$ cat src/rtl/i2c_reg_seq_if.sv
// Command/status port between the register sequencer and the I2C byte master.
// Command bits: STRT=0 STOP=1 READ=2 WRTE=3 NACK=4; status bits: BSY=0 DON=1 ACK=2 ERR=3 ALO=4 BBL=5 LRA=6.
`ifndef I2C_REG_SEQ_DEFS
`define I2C_REG_SEQ_DEFS
`define C_SZ 5
`define S_SZ 7
`endif

interface i2c_reg_seq_if;
    logic [`C_SZ-1:0] m_cmd;
    logic [7:0]       m_dat;
    logic             m_ws;
    logic [`S_SZ-1:0] m_stat;
    logic [7:0]       m_dat_in;

    modport master (
        output m_cmd, m_dat, m_ws,
        input  m_stat, m_dat_in
    );

    modport slave (
        input  m_cmd, m_dat, m_ws,
        output m_stat, m_dat_in
    );
endinterface

$ cat src/rtl/i2c_reg_seq.sv
// Turns one register read/write request into the I2C byte-master command sequence,
// with ACK checking, error classification and a per-command watchdog.
`ifndef I2C_REG_SEQ_DEFS
`define I2C_REG_SEQ_DEFS
`define C_SZ 5
`define S_SZ 7
`endif

module i2c_reg_seq #(
    parameter int unsigned MAXLEN = 15,
    parameter int unsigned TMO    = 65535
) (
    input  logic                 clk,
    input  logic                 rst,
    input  logic                 req_i,
    input  logic                 rnw_i,
    input  logic [6:0]           dev_addr_i,
    input  logic [7:0]           reg_addr_i,
    input  logic [3:0]           len_i,
    input  logic [7:0]           wr_data_i,
    output logic                 wr_take_o,
    output logic [7:0]           rd_data_o,
    output logic                 rd_vld_o,
    output logic                 busy_o,
    output logic                 done_o,
    output logic                 err_o,
    output logic [2:0]           err_code_o,
    i2c_reg_seq_if.master        mbus_io
);

    localparam int CStrt = 0, CStop = 1, CRead = 2, CWrte = 3, CNack = 4;
    localparam int SBsy = 0, SDon = 1, SAck = 2, SErr = 3, SAlo = 4, SBbl = 5, SLra = 6;

    localparam logic [2:0] StIdle  = 3'd0, StIssue = 3'd1, StSkip = 3'd2, StPoll = 3'd3,
                           StNext  = 3'd4, StAbort = 3'd5, StFin  = 3'd6;
    localparam logic [1:0] PhAddr = 2'd0, PhReg = 2'd1, PhRaddr = 2'd2, PhData = 2'd3;
    localparam logic [3:0] MaxLen = 4'(MAXLEN);

    logic [2:0]       state_q, state_d;
    logic [1:0]       phase_q, phase_d;
    logic [3:0]       k_q, k_d;
    logic [3:0]       len_q, len_d;
    logic             rnw_q, rnw_d;
    logic [6:0]       dev_q, dev_d;
    logic [7:0]       reg_q, reg_d;
    logic             abort_q, abort_d;
    logic [2:0]       code_q, code_d;
    logic [31:0]      wdog_q, wdog_d;
    logic [`C_SZ-1:0] cmd_q, cmd_d;
    logic [7:0]       dat_q, dat_d;
    logic [7:0]       rd_data_q, rd_data_d;
    logic             rd_vld_q, rd_vld_d;
    logic             busy_q, busy_d;

    logic [`C_SZ-1:0] step_cmd;
    logic [7:0]       step_dat;
    logic [2:0]       nak_code;
    logic             step_wr, step_stop, last_k, issue;
    logic             unused_stat;

    assign unused_stat = mbus_io.m_stat[SLra];

    // Command and data byte for the current step; an abort overrides with a bare STOP.
    always_comb begin
        step_cmd = '0;
        step_dat = '0;
        nak_code = 3'd1;
        last_k   = (k_q == len_q);
        if (abort_q) begin
            step_cmd[CStop] = 1'b1;
        end else begin
            unique case (phase_q)
                PhAddr: begin
                    step_cmd[CStrt] = 1'b1;
                    step_cmd[CWrte] = 1'b1;
                    step_dat        = {dev_q, 1'b0};
                end
                PhReg: begin
                    step_cmd[CWrte] = 1'b1;
                    step_cmd[CStop] = (len_q == 4'd0);
                    step_dat        = reg_q;
                    nak_code        = 3'd2;
                end
                PhRaddr: begin
                    step_cmd[CStrt] = 1'b1;
                    step_cmd[CWrte] = 1'b1;
                    step_dat        = {dev_q, 1'b1};
                end
                default: begin
                    nak_code = 3'd3;
                    if (rnw_q) begin
                        step_cmd[CRead] = 1'b1;
                        step_cmd[CNack] = last_k;
                        step_cmd[CStop] = last_k;
                    end else begin
                        step_cmd[CWrte] = 1'b1;
                        step_cmd[CStop] = last_k;
                        step_dat        = wr_data_i;
                    end
                end
            endcase
        end
        step_wr   = step_cmd[CWrte];
        step_stop = step_cmd[CStop];
    end

    assign issue            = (state_q == StIssue) && !mbus_io.m_stat[SBsy];
    assign mbus_io.m_ws     = issue;
    assign mbus_io.m_cmd    = issue ? step_cmd : cmd_q;
    assign mbus_io.m_dat    = issue ? step_dat : dat_q;
    assign wr_take_o        = issue && (phase_q == PhData) && !rnw_q && !abort_q;
    assign rd_data_o        = rd_data_q;
    assign rd_vld_o         = rd_vld_q;
    assign busy_o           = busy_q;
    assign done_o           = (state_q == StFin);
    assign err_o            = (code_q != 3'd0);
    assign err_code_o       = code_q;

    always_comb begin
        state_d   = state_q;
        phase_d   = phase_q;
        k_d       = k_q;
        len_d     = len_q;
        rnw_d     = rnw_q;
        dev_d     = dev_q;
        reg_d     = reg_q;
        abort_d   = abort_q;
        code_d    = code_q;
        wdog_d    = wdog_q;
        cmd_d     = cmd_q;
        dat_d     = dat_q;
        rd_data_d = rd_data_q;
        rd_vld_d  = 1'b0;
        busy_d    = busy_q;
        unique case (state_q)
            StIdle: begin
                if (req_i) begin
                    rnw_d   = rnw_i;
                    dev_d   = dev_addr_i;
                    reg_d   = reg_addr_i;
                    len_d   = (len_i > MaxLen) ? MaxLen : len_i;
                    phase_d = PhAddr;
                    k_d     = 4'd0;
                    abort_d = 1'b0;
                    code_d  = 3'd0;
                    busy_d  = 1'b1;
                    state_d = StIssue;
                end
            end
            StIssue: begin
                if (issue) begin
                    cmd_d   = step_cmd;
                    dat_d   = step_dat;
                    state_d = StSkip;
                end
            end
            StSkip: begin
                wdog_d  = '0;
                state_d = StPoll;
            end
            StPoll: begin
                if (!mbus_io.m_stat[SBsy] && mbus_io.m_stat[SDon]) begin
                    if (mbus_io.m_stat[SErr]) begin
                        code_d  = mbus_io.m_stat[SAlo] ? 3'd4 :
                                  mbus_io.m_stat[SBbl] ? 3'd5 : 3'd6;
                        state_d = StFin;
                    end else if (abort_q) begin
                        state_d = StFin;
                    end else if (step_wr && !mbus_io.m_stat[SAck]) begin
                        code_d  = nak_code;
                        abort_d = 1'b1;
                        state_d = StAbort;
                    end else begin
                        state_d = StNext;
                    end
                end else if ((TMO != 0) && (wdog_q == TMO - 1)) begin
                    code_d  = 3'd7;
                    state_d = StFin;
                end else begin
                    wdog_d = wdog_q + 32'd1;
                end
            end
            StNext: begin
                if ((phase_q == PhData) && rnw_q) begin
                    rd_data_d = mbus_io.m_dat_in;
                    rd_vld_d  = 1'b1;
                end
                if (step_stop) begin
                    state_d = StFin;
                end else begin
                    state_d = StIssue;
                    unique case (phase_q)
                        PhAddr:  phase_d = PhReg;
                        PhReg: begin
                            phase_d = rnw_q ? PhRaddr : PhData;
                            k_d     = 4'd1;
                        end
                        PhRaddr: begin
                            phase_d = PhData;
                            k_d     = 4'd1;
                        end
                        default: k_d = k_q + 4'd1;
                    endcase
                end
            end
            StAbort: state_d = StIssue;
            StFin: begin
                busy_d  = 1'b0;
                state_d = StIdle;
            end
            default: state_d = StIdle;
        endcase
    end

    always_ff @(posedge clk) begin
        if (rst) begin
            state_q   <= StIdle;
            phase_q   <= PhAddr;
            k_q       <= '0;
            len_q     <= '0;
            rnw_q     <= 1'b0;
            dev_q     <= '0;
            reg_q     <= '0;
            abort_q   <= 1'b0;
            code_q    <= '0;
            wdog_q    <= '0;
            cmd_q     <= '0;
            dat_q     <= '0;
            rd_data_q <= '0;
            rd_vld_q  <= 1'b0;
            busy_q    <= 1'b0;
        end else begin
            state_q   <= state_d;
            phase_q   <= phase_d;
            k_q       <= k_d;
            len_q     <= len_d;
            rnw_q     <= rnw_d;
            dev_q     <= dev_d;
            reg_q     <= reg_d;
            abort_q   <= abort_d;
            code_q    <= code_d;
            wdog_q    <= wdog_d;
            cmd_q     <= cmd_d;
            dat_q     <= dat_d;
            rd_data_q <= rd_data_d;
            rd_vld_q  <= rd_vld_d;
            busy_q    <= busy_d;
        end
    end

endmodule

$ cat src/flat_wrapper.sv
// flat-port wrapper written by rule: the top's interface ports become plain ports
module i2c_reg_seq_flat 
#(
    parameter int unsigned MAXLEN = 15,
    parameter int unsigned TMO    = 65535
)
  (clk, rst, req_i, rnw_i, dev_addr_i, reg_addr_i, len_i, wr_data_i, wr_take_o, rd_data_o, rd_vld_o, busy_o, done_o, err_o, err_code_o, mbus_io_m_cmd, mbus_io_m_dat, mbus_io_m_ws, mbus_io_m_stat, mbus_io_m_dat_in);
  i2c_reg_seq_if mbus_io_i ();
  input  logic clk;
  input  logic rst;
  input  logic req_i;
  input  logic rnw_i;
  input  logic [6:0] dev_addr_i;
  input  logic [7:0] reg_addr_i;
  input  logic [3:0] len_i;
  input  logic [7:0] wr_data_i;
  output logic wr_take_o;
  output logic [7:0] rd_data_o;
  output logic rd_vld_o;
  output logic busy_o;
  output logic done_o;
  output logic err_o;
  output logic [2:0] err_code_o;
  output wire logic [$bits(mbus_io_i.m_cmd)-1:0] mbus_io_m_cmd;
  output wire logic [$bits(mbus_io_i.m_dat)-1:0] mbus_io_m_dat;
  output wire logic [$bits(mbus_io_i.m_ws)-1:0] mbus_io_m_ws;
  input wire logic [$bits(mbus_io_i.m_stat)-1:0] mbus_io_m_stat;
  input wire logic [$bits(mbus_io_i.m_dat_in)-1:0] mbus_io_m_dat_in;
  assign mbus_io_m_cmd = mbus_io_i.m_cmd;
  assign mbus_io_m_dat = mbus_io_i.m_dat;
  assign mbus_io_m_ws = mbus_io_i.m_ws;
  assign mbus_io_i.m_stat = mbus_io_m_stat;
  assign mbus_io_i.m_dat_in = mbus_io_m_dat_in;
  i2c_reg_seq #(.MAXLEN(MAXLEN), .TMO(TMO)) u_core (.clk(clk), .rst(rst), .req_i(req_i), .rnw_i(rnw_i), .dev_addr_i(dev_addr_i), .reg_addr_i(reg_addr_i), .len_i(len_i), .wr_data_i(wr_data_i), .wr_take_o(wr_take_o), .rd_data_o(rd_data_o), .rd_vld_o(rd_vld_o), .busy_o(busy_o), .done_o(done_o), .err_o(err_o), .err_code_o(err_code_o), .mbus_io(mbus_io_i));
endmodule
$ cat config.mk
export PLATFORM = sky130hd
export DESIGN_NAME = i2c_reg_seq_flat
export DESIGN_NICKNAME = d
export VERILOG_FILES = /design/src/rtl/i2c_reg_seq_if.sv /design/src/rtl/i2c_reg_seq.sv /design/src/flat_wrapper.sv
export SDC_FILE = /design/constraint.sdc
export NUM_CORES = 1
export LEC_CHECK = 0
export BUFFER_PORTS_ARGS = -buffer_cell sky130_fd_sc_hd__buf_4
export CAP_MARGIN = 25
export CELL_PAD_IN_SITES_DETAIL_PLACEMENT = 1
export CELL_PAD_IN_SITES_GLOBAL_PLACEMENT = 1
export CORE_UTILIZATION = 25
export CTS_BUF_LIST = sky130_fd_sc_hd__clkbuf_2 sky130_fd_sc_hd__clkbuf_4 sky130_fd_sc_hd__clkbuf_8
export DETAILED_ROUTE_END_ITERATION = 8
export HOLD_SLACK_MARGIN = 0.08
export PLACE_DENSITY_LB_ADDON = 0.1
export SLEW_MARGIN = 20
export SYNTH_ARGS = -nofsm -noshare
export SYNTH_HDL_FRONTEND = slang
export SYNTH_SLANG_ARGS = --single-unit
$ cat constraint.sdc
create_clock -name clk -period 2.5 [get_ports clk]
set_clock_uncertainty 0.05 [all_clocks]
set_input_delay 0.125 -clock clk [delete_from_list [all_inputs] [get_ports clk]]
set_output_delay 0.125 -clock clk [all_outputs]
set_load 0.05 [all_outputs]
After elaboration in Yosys (flattened, before gate mapping)
Index checks and enable logic that the tools add are counted.
- bitwise operators: 1
- reductions and logical operators: 32
- add/subtract/negate cells: 2
- $lt $le $gt $ge: 1
- mux-type cells: 57
- equality and inequality tests: 23
- operators by type and width (operator ; number):
    32-bit 2-to-1 mux ; 2
    32-bit case mux with 2 select lines ; 1
    3-bit 2-to-1 mux ; 15
    32-bit by 1-bit adder with 32-bit output (second input constant) ; 1
    32-bit by 16-bit == test with 1-bit output (second input constant) ; 1
    8-bit 2-to-1 mux ; 3
    8-bit case mux with 3 select lines ; 1
    1-bit 2-to-1 mux ; 18
    3-bit case mux with 6 select lines ; 1
    4-bit case mux with 2 select lines ; 2
    4-bit 2-to-1 mux ; 3
    2-bit != test (second input constant) ; 6
    4-bit AND reduction ; 3
    3-bit == test (second input constant) ; 3
    4-bit != test (second input constant) ; 2
    2-bit case mux with 2 select lines ; 2
    2-bit nonzero test ; 4
    1-bit logical AND ; 7
    3-bit by 2-bit == test with 1-bit output (second input constant) ; 2
    2-bit 2-to-1 mux ; 3
    1-bit case mux with 2 select lines ; 3
    2-bit case mux with 3 select lines ; 1
    3-bit case mux with 2 select lines ; 1
    2-bit AND reduction ; 3
    20 further kinds ; 28
- flip-flop bits (word level): 88
- bits of input ports: 46
- output and inout bits: 30

Logic depth before layout (Yosys ltp)
Gate-level depths: netlist of the first run.
- depth after elaboration: 10
- gate-level depth with buffers: 9

Worst setup path before layout of the first run
Ideal clock, no wire load.
- kind: register to register
- start point: register u_core.state_q[1]
- end point: register u_core.dat_q[0]
- data required time: 2.378 ns
- buffers on the path: 2
- cell stages (with the launch flop): 7
- setup time: 0.072 ns
- data arrival time: 2.962 ns
- slack: -0.584 ns
- cell sequence: dfxtp_1 buf_2 nor2_1 nand3b_1 clkbuf_1 o41ai_1 nor2b_1
- longest elaborated chain between the ends: 3
- ends and longest elaborated chain (item ; RTL line ; RTL):
    start, declared ; i2c_reg_seq.sv:39 ; logic [2:0] state_q, state_d;
    start signal, assigned ; i2c_reg_seq.sv:217 ; state_q <= StIdle;
    start signal, assigned ; i2c_reg_seq.sv:233 ; state_q <= state_d;
    3-bit by 1-bit == test with 1-bit output ; i2c_reg_seq.sv:107 ; assign issue = (state_q == StIssue) && !mbus_io.m_stat[SBsy];
    1-bit logical AND ; i2c_reg_seq.sv:107 ;
    8-bit 2-to-1 mux ; - ;
    named net mbus_io_m_dat[0] ; flat_wrapper.sv:25 ; output wire logic [$bits(mbus_io_i.m_dat)-1:0] mbus_io_m_dat;
    end signal, assigned ; i2c_reg_seq.sv:244 ; dat_q <= dat_d;
    end, declared ; i2c_reg_seq.sv:50 ; logic [7:0] dat_q, dat_d;
The timed path passes the listed nets, and every way through them passes these cells.
A chain may end at the register's enable or synchronous reset.

Worst setup path after layout of the first run
- start point: register u_core.phase_q[0]
- end point: output mbus_io_m_dat[4]
- longest elaborated chain between the ends: 4
- elaborated cells between the ends (all ways): 6
- classes of those cells: 2 x eq/ne; 3 x mux; 1 x reduce/logical
- ends and longest elaborated chain (item ; RTL line ; RTL):
    start, declared ; i2c_reg_seq.sv:40 ; logic [1:0] phase_q, phase_d;
    start signal, assigned ; i2c_reg_seq.sv:218 ; phase_q <= PhAddr;
    start signal, assigned ; i2c_reg_seq.sv:234 ; phase_q <= phase_d;
    2-bit == test (tied with other cells) ; i2c_reg_seq.sv:72 ; unique case (phase_q)
    8-bit case mux with 3 select lines (*) ; i2c_reg_seq.sv:72 ;
    8-bit 2-to-1 mux (*) ; i2c_reg_seq.sv:69 ; if (abort_q) begin
    8-bit 2-to-1 mux (*) ; i2c_reg_seq.sv:110 ; assign mbus_io.m_dat = issue ? step_dat : dat_q;
    end, declared ; flat_wrapper.sv:25 ;
Mark *: on every way between the ends. The rest lies on a longest branch, timed or not.

==> results.md, run 1 <==
- Post-CTS setup buffers: 0
- Clk slew on worst S/H paths: 100 ps
- Met1 WL: 6639 um
- Layout cells sized above 1: 21.90%
- Critical path arrival: 2250 ps
- First-pass GRT wire length: 22,300 um
- Sequential share of the synthesized area: 41.00%
- Cell Chain, Critical Path: inv_1 -> ha_1 -> or2_2 -> a221oi_1 -> o21ai_1 -> buf_6
- Status: finished, final reports clean
- Switching share of power: 29.99%
- Layout fillers: 2,030
- Slowest CP cell: or2_2
- Sw Pwr: 0.8854 mW
- Via-per-instance ratio: 4.857
- Top Family by Delay on Critical Path: compound AO/OA/AOI/OAI gates
- Static Leak: 2.232 nW
- Clock Tree Buf Depth: 2
- Syn. warnings: 0
- Fin. Hold Viols: 0
- Final WS setup: 74.54 ps
- DIE AREA: 17,710 um^2
- Top cells by area, synth: dfxtp_1 (41%), nand2_1 (8.2%), a21oi_1 (6.6%)
- Pwr Density: 509.9 nW/um^2
- Worst endpoint required time: 2330 ps
- Synth unique cells: 62
- Worst-skew pair later-pin latency: 380 ps
- Clk pwr share: 32.3%
- Hold_ws: 108.3 ps
- CTS buffer count: 9
- Max_cap viols: 0
- Mean post-synth cell area: 8.001 um^2
- Slew @ Worst Pin: 646.2 ps
- Met3 WL: 298 um
- Initial DRC Count: 153
- Fin crit share: 97.02%
- Gr usage total: 15.91%
- Area growth syn-to-layout: 34.77%
- Nets: 703
- Die height: 133.1 um
- Commonest cells after routing, fill and taps aside: nand2_1 (94), buf_4 (94), dfxtp_1 (85), a21oi_1 (57), nor2_1 (42)
- Tmin final: 2425 ps
- CTS tree: yes
- Synth Instances: 537
- WL met2: 6403 um
- CTS HTree Levels: 3
- FF+latch count, synth: 88
- Post-Syn Area: 4297 um^2
- Area fraction of the dominant cell type after synthesis: 41.00%
- CP max FO: 8
- Antenna-violating nets left: 0
- Initial antenna violation count: 0
- Post-route DRC: 0
- Die X: 133.1 um
- Pint: 2.067 mW
- Comb pwr share: 17.6%
- WS Path Type: flip-flop to output port
- Min-delay worst type: primary input to flip-flop
- Diodes inserted: 0
- Post-DP HPWL: 10,010 um
- Max Clk Rate: 412.3 MHz
- Vias in the first global route: 4,313
- DR top layer: met4
- CP max stage delay: 410 ps
- RSZ-0062 raised after global routing: yes
- Largest net degree at the start of global routing: 33
- Post-synth EDFFs: 0
- Initial Util: 25.73%
- Worst slew margin: 56.76%
- WL/cell: 15.51 um
- Setup Viol. Count Final: 0
- DRT Pass-1 Iters: 4
- CP Launch Type: flip-flop
- Post-Route WL: 13,540 um
- Share of power burned in registers: 50.1%
- Dpl ws: 237.7 ps
- Gpl congestion: 0.7616
- Most used flip-flop cell after synthesis: dfxtp_1
- Clock sinks: 88
- Rows: 47
- Core area: 16,700 um^2
- Async SR Flop Fraction: 0%
- Max-slew violation count: 0
- Root buffer cell: clkbuf_8
- WP buf/inv: 2
- Yosys top cell by area: dfxtp_1
- Post-Synthesis Net Count: 592
- Port bufs: 74
- Grt ovf: 0
- Total number of vias: 4,240
- Num ports: 76
- CP endpoint kind: output port
- Peak VDD IR: 0.2223 mV
sequential cells by signal, indices dropped and copies added (netlist names):
signal / cells
u_core.dev_q: 7
u_core.k_q: 4
u_core.rd_data_o: 8
u_core.rnw_q: 1
u_core.len_q: 4
u_core.phase_q: 2
u_core.rd_vld_o: 1
u_core.state_q: 3
u_core.abort_q: 1
u_core.busy_o: 1
u_core.reg_q: 8
u_core.cmd_q: 5
u_core.wdog_q: 32
u_core.dat_q: 8
u_core.err_code_o: 3
timing repair:
item                       4_1_cts  5_1_grt
hold buffers                    30        0
resized for setup                6       12
setup endpoints to repair        8        7
hold endpoints to repair        29        0
pin swaps                        0        1
power groups by stage:
stage	clock (mW)	sequential, mW	combinational [mW]
floorplan	0	1.50	0.276
global placement	0	1.51	0.470
detailed placement	0	1.51	0.477
CTS	1.01	1.48	0.518
global route	1.07	1.48	0.570
finish	0.955	1.48	0.519
synthesized netlist by cell type (6+ instances only):
cell type and number:
nand2_1 94, dfxtp_1 88, a21oi_1 57, nor2_1 43, clkbuf_1 23, xor2_1 17
nand3_1 16, nand4_1 16, nor2b_1 16, o21ai_0 15, xnor2_1 12, inv_1 10
ha_1 9, nor4_1 9, o21ai_1 9, a221oi_1 7, and2_1 7, and3_1 7
or3_1 6
worst paths after layout:
kind,from,to,slack (ps),cells past startpoint
worst min register to register,u_core.rd_data_o[4],u_core.rd_data_o[4],410,2
worst max-delay path,u_core.phase_q[0],mbus_io_m_dat[4],70,6
worst min-delay path,rst,u_core.len_q[3],110,2
worst max register to register,u_core.wdog_q[1],u_core.err_code_o[0],240,7
per-stage QoR:
step	total power [mW]	cells	setup TNS (ps)	utilization [%]	cell area, um^2
2_1_floorplan	1.779	537	-10.24	-	4304
3_3_place_gp	1.978	827	0	31.35	5235
3_5_place_dp	1.986	827	0	31.35	5235
4_1_cts	3.003	873	0	34.40	5746
5_1_grt	3.120	873	-14.31	34.67	5791
6_report	2.953	873	0	34.67	5791
per-layer routing:
metal / vias up / global-route usage (%)
li1: 2113 / -
met1: 2062 / 21.03
met2: 51 / 26.32
met3: 14 / 2.473
met4: 0 / 5.492
met5: - / 0
cells by family (layout without fill, tap and decap cells):
logic type	count (synthesis)	count (layout)	synth area share [%]
xor+xnor	29	29	5.911
flops	88	88	41.00
buf+inv	41	157	3.786
compound gates	122	122	17.76
simple gates	248	248	28.92
fa+ha+maj	9	9	2.621
cell type report:
| cell class | instances | area [um^2] | share of cell area (%) |
|---|---|---|---|
| Clock buffer | 11 | 151.4 | 2.615 |
| Clock inverter | 5 | 31.28 | 0.5402 |
| Inverter | 10 | 37.54 | 0.6482 |
| Multi-Input combinational cell | 408 | 2436 | 42.07 |
| Sequential cell | 88 | 1765 | 30.49 |
| Tap cell | 220 | 275.3 | 4.754 |
| Timing Repair Buffer | 131 | 1094 | 18.89 |
Power figures use the tool's default switching activity.
==> run 2, diff against run 1 <==
--- a/config.mk
+++ b/config.mk
@@ -5,6 +5,7 @@
 export SDC_FILE = /design/constraint.sdc
 export NUM_CORES = 1
 export LEC_CHECK = 0
+export ABC_AREA = 1
 export BUFFER_PORTS_ARGS = -buffer_cell sky130_fd_sc_hd__buf_4
 export CAP_MARGIN = 25
 export CELL_PAD_IN_SITES_DETAIL_PLACEMENT = 1
@@ -13,7 +14,7 @@
 export CTS_BUF_LIST = sky130_fd_sc_hd__clkbuf_2 sky130_fd_sc_hd__clkbuf_4 sky130_fd_sc_hd__clkbuf_8
 export DETAILED_ROUTE_END_ITERATION = 8
 export HOLD_SLACK_MARGIN = 0.08
-export PLACE_DENSITY_LB_ADDON = 0.1
+export PLACE_DENSITY = 0.66
 export SLEW_MARGIN = 20
 export SYNTH_ARGS = -nofsm -noshare
 export SYNTH_HDL_FRONTEND = slang
==> run 2 against run 1 <==
  * Register-to-register slack better by 220 ps
  * Global-route usage is 0.066 points lower
  * Total power is 14% higher
  * Synthesized area rose by 21%
  * Critical path type unchanged
  * Critical endpoint is now mbus_io_m_cmd[1]
  * Largest cell class unchanged
==> results.md, run 2 <==
- RSZ-0062 raised after global routing: no
- Core area: 20,300 um^2 (+22%)
- WS Path Type: flip-flop to output port
- Port bufs: 74 (unchanged)
- Critical path arrival: 2130 ps (-120 ps)
- Max Clk Rate: 434.5 MHz (+5.4%)
- Pwr Density: 517.9 nW/um^2 (+1.6%)
- Post-Synth Adder-Cell Area: 2.165% (-0.46 points)
- Antenna-violating nets left: 0 (unchanged)
- CTS buffer count: 9 (unchanged)
- Mean post-synth cell area: 6.321 um^2 (-21%)
- Worst endpoint required time: 2330 ps (about the same)
- Worst slew margin: 40.70% (-16 points)
- Post-Syn Area: 5202 um^2 (+21%)
- Post-synth top cells: nand2_1 (238), nor2_1 (123), dfxtp_1 (88)
- Area fraction of the dominant cell type after synthesis: 33.86% (-7.1 points)
- Most used flip-flop cell after synthesis: dfxtp_1
- Clock Tree Buf Depth: 2 (unchanged)
- Reg2Reg Setup Slack: 460 ps (+220 ps)
- Tmin final: 2302 ps (-123.9 ps)
- Max_cap viols: 0 (unchanged)
- Post-synth EDFFs: 0 (unchanged)
- Setup TNS: 0 ps (unchanged)
- CTS HTree Levels: 3 (unchanged)
- Max reg flops: 32 (unchanged)
- Post-DP HPWL: 11,930 um (+19%)
- Static Leak: 2.537 nW (+14%)
- R2R cell count: 12 (+5)
- CP Launch Type: flip-flop
- Setup Viol. Count Final: 0 (unchanged)
- CP dominant cell by count: inv_1
- Yosys top cell by area: dfxtp_1
- Post-Synthesis Net Count: 878 (+48%)
- Syn. warnings: 0 (unchanged)
- Top Family by Delay on Critical Path: compound AO/OA/AOI/OAI gates
- Rows: 52 (+11%)
- Met1 Use GR: 18.85% (-2.2 points)
- Synth unique cells: 39 (-37%)
- Worst-skew pair later-pin latency: 380 ps (about the same)
- RR Startpoint: u_core.wdog_q[0]
- Stages on the worst setup path: 9 (+3)
- Vias in the first global route: 5,495 (+27%)
- Gr usage total: 15.85% (-0.066 points)
- Status: finished, final reports clean
- FF+latch count, synth: 88 (unchanged)
- Grt ovf: 0 (unchanged)
- Xor/xnor share of the synthesized area: 2.189% (-3.7 points)
- Fin crit share: 92.06% (-5.0 points)
- Nets: 976 (+39%)
- Die X: 146.3 um (+9.9%)
- WHS Path Cells: 5 (+3)
- Initial DRC Count: 134 (-12%)
- Synth Instances: 823 (+53%)
- Num ports: 76 (unchanged)
- Pwr Total: 3.366 mW (+14%)
- Synth Area in Simple Gates: 36.96% (+8.0 points)
- WL/cell: 13.63 um (-12%)
- Top cells by area, synth: dfxtp_1 (34%), nand2_1 (17%), nor2_1 (8.9%)
- DRT Pass-1 Iters: 4 (unchanged)
- Slew @ Worst Pin: 888.6 ps (+242.4 ps)
- First-pass GRT wire length: 27,320 um (+23%)
- CP max FO: 5 (-3)
- Post-Route WL: 16,300 um (+20%)
- Count leader, synth: nand2_1
- Commonest cells after routing, fill and taps aside: nand2_1 (238), nor2_1 (123), dfxtp_1 (87), inv_1 (86), buf_4 (84)
- Layout fillers: 2,624 (+29%)
- Clock sinks: 88 (unchanged)
- Area of the multi-input gates: 2929 um^2 (+20%)
- Met2 usage: 28.69% (+2.4 points)
- Largest family of logic cells by synthesized area: simple AND/OR/NAND/NOR gates
- Hold_sp: req_i
- Layout cells sized above 1: 16.31% (-5.6 points)
- Max-slew violation count: 0 (unchanged)
- Via-per-instance ratio: 4.555 (-6.2%)
- Mux cell area share after synthesis: 0% (unchanged)
- Area growth syn-to-layout: 24.92%
- Cell Chain, Critical Path: inv_1 -> ha_1 -> inv_1 -> nor2_1 -> a31oi_1 -> nand2_1 -> o21ai_0 -> inv_1 -> buf_4
- Most common cell after layout, fill and taps aside: nand2_1
- Most Used Layer, Global Route: met2
- Clk slew on worst S/H paths: 90 ps (about the same)
- Compound-Gate Fraction of Synth Area: 14.98% (-2.8 points)
- Root buffer cell: clkbuf_8
- DIE AREA: 21,390 um^2 (+21%)
- Slowest CP cell: dfxtp_1
- Min-delay worst type: primary input to flip-flop
- Die height: 146.3 um (+9.9%)
- Reg area: 1763 um^2 (-0.14%)
- CTS tree: yes
- Sequential share of the synthesized area: 33.86% (-7.1 points)
- Async SR Flop Fraction: 0% (unchanged)
- Endpoint, Worst Hold: u_core.state_q[0]
- CP max stage delay: 430 ps (+20 ps)
- Met3 Usage GRT: 3.406% (+0.93 points)
- Largest net degree at the start of global routing: 57 (+73%)
- Fin. Hold Viols: 0 (unchanged)
- Total number of vias: 5,448 (+28%)
- Diodes inserted: 0 (unchanged)
- Gpl congestion: 0.8566 (+12%)
- Initial Util: 25.63% (-0.098 points)
- Reg-to-Reg End: u_core.wdog_q[28]
- CP endpoint kind: output port
- Post-route DRC: 0 (unchanged)
- Initial antenna violation count: 0 (unchanged)
- WP buf/inv: 4 (+2)
- Peak VDD IR: 0.3088 mV (+39%)
- Biggest register: u_core.wdog_q
## run 2: changes by cell type after synthesis, moves of 8 or more
| cell | change |
|---|---|
| nand2_1 | +144 |
| nor2_1 | +80 |
| inv_1 | +76 |
| o21ai_0 | +27 |
| nand3_1 | +22 |
| nor2b_1 | -16 |
| a21oi_1 | +13 |
| xor2_1 | -12 |
| a21oi_2 | +11 |
| nand2_2 | +11 |
| nor4_1 | -8 |
## run 2: worst max path at each step
stage	start	end	slack, ps
2_1_floorplan	u_core.state_q[0]	u_core.cmd_q[0]	190
3_3_place_gp	u_core.state_q[0]	mbus_io_m_dat[0]	440
3_5_place_dp	u_core.state_q[0]	mbus_io_m_dat[0]	450
4_1_cts	u_core.state_q[2]	mbus_io_m_dat[0]	70
5_1_grt	u_core.state_q[2]	mbus_io_m_dat[0]	6
6_report	u_core.phase_q[1]	mbus_io_m_cmd[1]	200
## run 2: report_power, final
part | total [mW] | leakage [nW] | switching [mW] | internal [mW]
clock network | 0.987 | 0.0896 | 0.580 | 0.407
logic | 0.844 | 1.73 | 0.565 | 0.279
registers | 1.53 | 0.715 | 0.0494 | 1.49
total | 3.37 | 2.54 | 1.19 | 2.17
## run 2: cell type report
| class | instances | area share, % |
|---|---|---|
| multi-input cells | 614 | 45.07 |
| flip-flops and latches | 88 | 27.13 |
| repair buffers | 113 | 14.17 |
| inverters | 95 | 5.564 |
| well taps | 270 | 5.198 |
| clock buffers | 11 | 2.233 |
| clock inverters | 5 | 0.6353 |
## run 2: through the flow
| stage | std cells | worst slack (ps) | utilization (%) | hold WS, ps | cell area [um^2] |
|---|---|---|---|---|---|
| floorplan | 823 | 188.4 | - | 209.9 | 5202 |
| global placement | 1150 | 443.5 | 29.61 | 323.3 | 6011 |
| detailed placement | 1150 | 446.5 | 29.61 | 324.6 | 6011 |
| CTS | 1195 | 72.05 | 31.97 | 85.48 | 6489 |
| global route | 1196 | 6.446 | 32.01 | 106.9 | 6499 |
| finish | 1196 | 198.5 | 32.01 | 102.5 | 6499 |
## run 2: logic make-up (layout without fill, tap and decap cells)
logic type / Yosys count / count (layout)
simple gates: 450 / 450
xor+xnor: 13 / 13
flops: 88 / 88
fa+ha+maj: 9 / 9
compound gates: 142 / 142
buf+inv: 121 / 224
## run 2: layer usage
metal  part of all wire [%]  wire, um
met5                      0         0
met4                    1.4       233
met3                    3.2       514
met2                     50      8142
met1                     45      7412
## run 2: worst reg2reg max path: cells and delay by family (launching register included)
| kind | cells | cell delay (ps) |
|---|---|---|
| AND/OR/NAND/NOR | 7 | 650 |
| adder cells (fa/ha/maj) | 1 | 200 |
| buffers and inverters | 3 | 490 |
| flip-flops | 1 | 460 |
| AO/OA/AOI/OAI | 1 | 130 |
## run 2: repair_timing
action,CTS,global route
pin swaps,0,1
buffers inserted,0,1
resized for setup,1,2
hold buffers,29,0
endpoints found under the setup margin,1,6
endpoints found under the hold margin,31,0
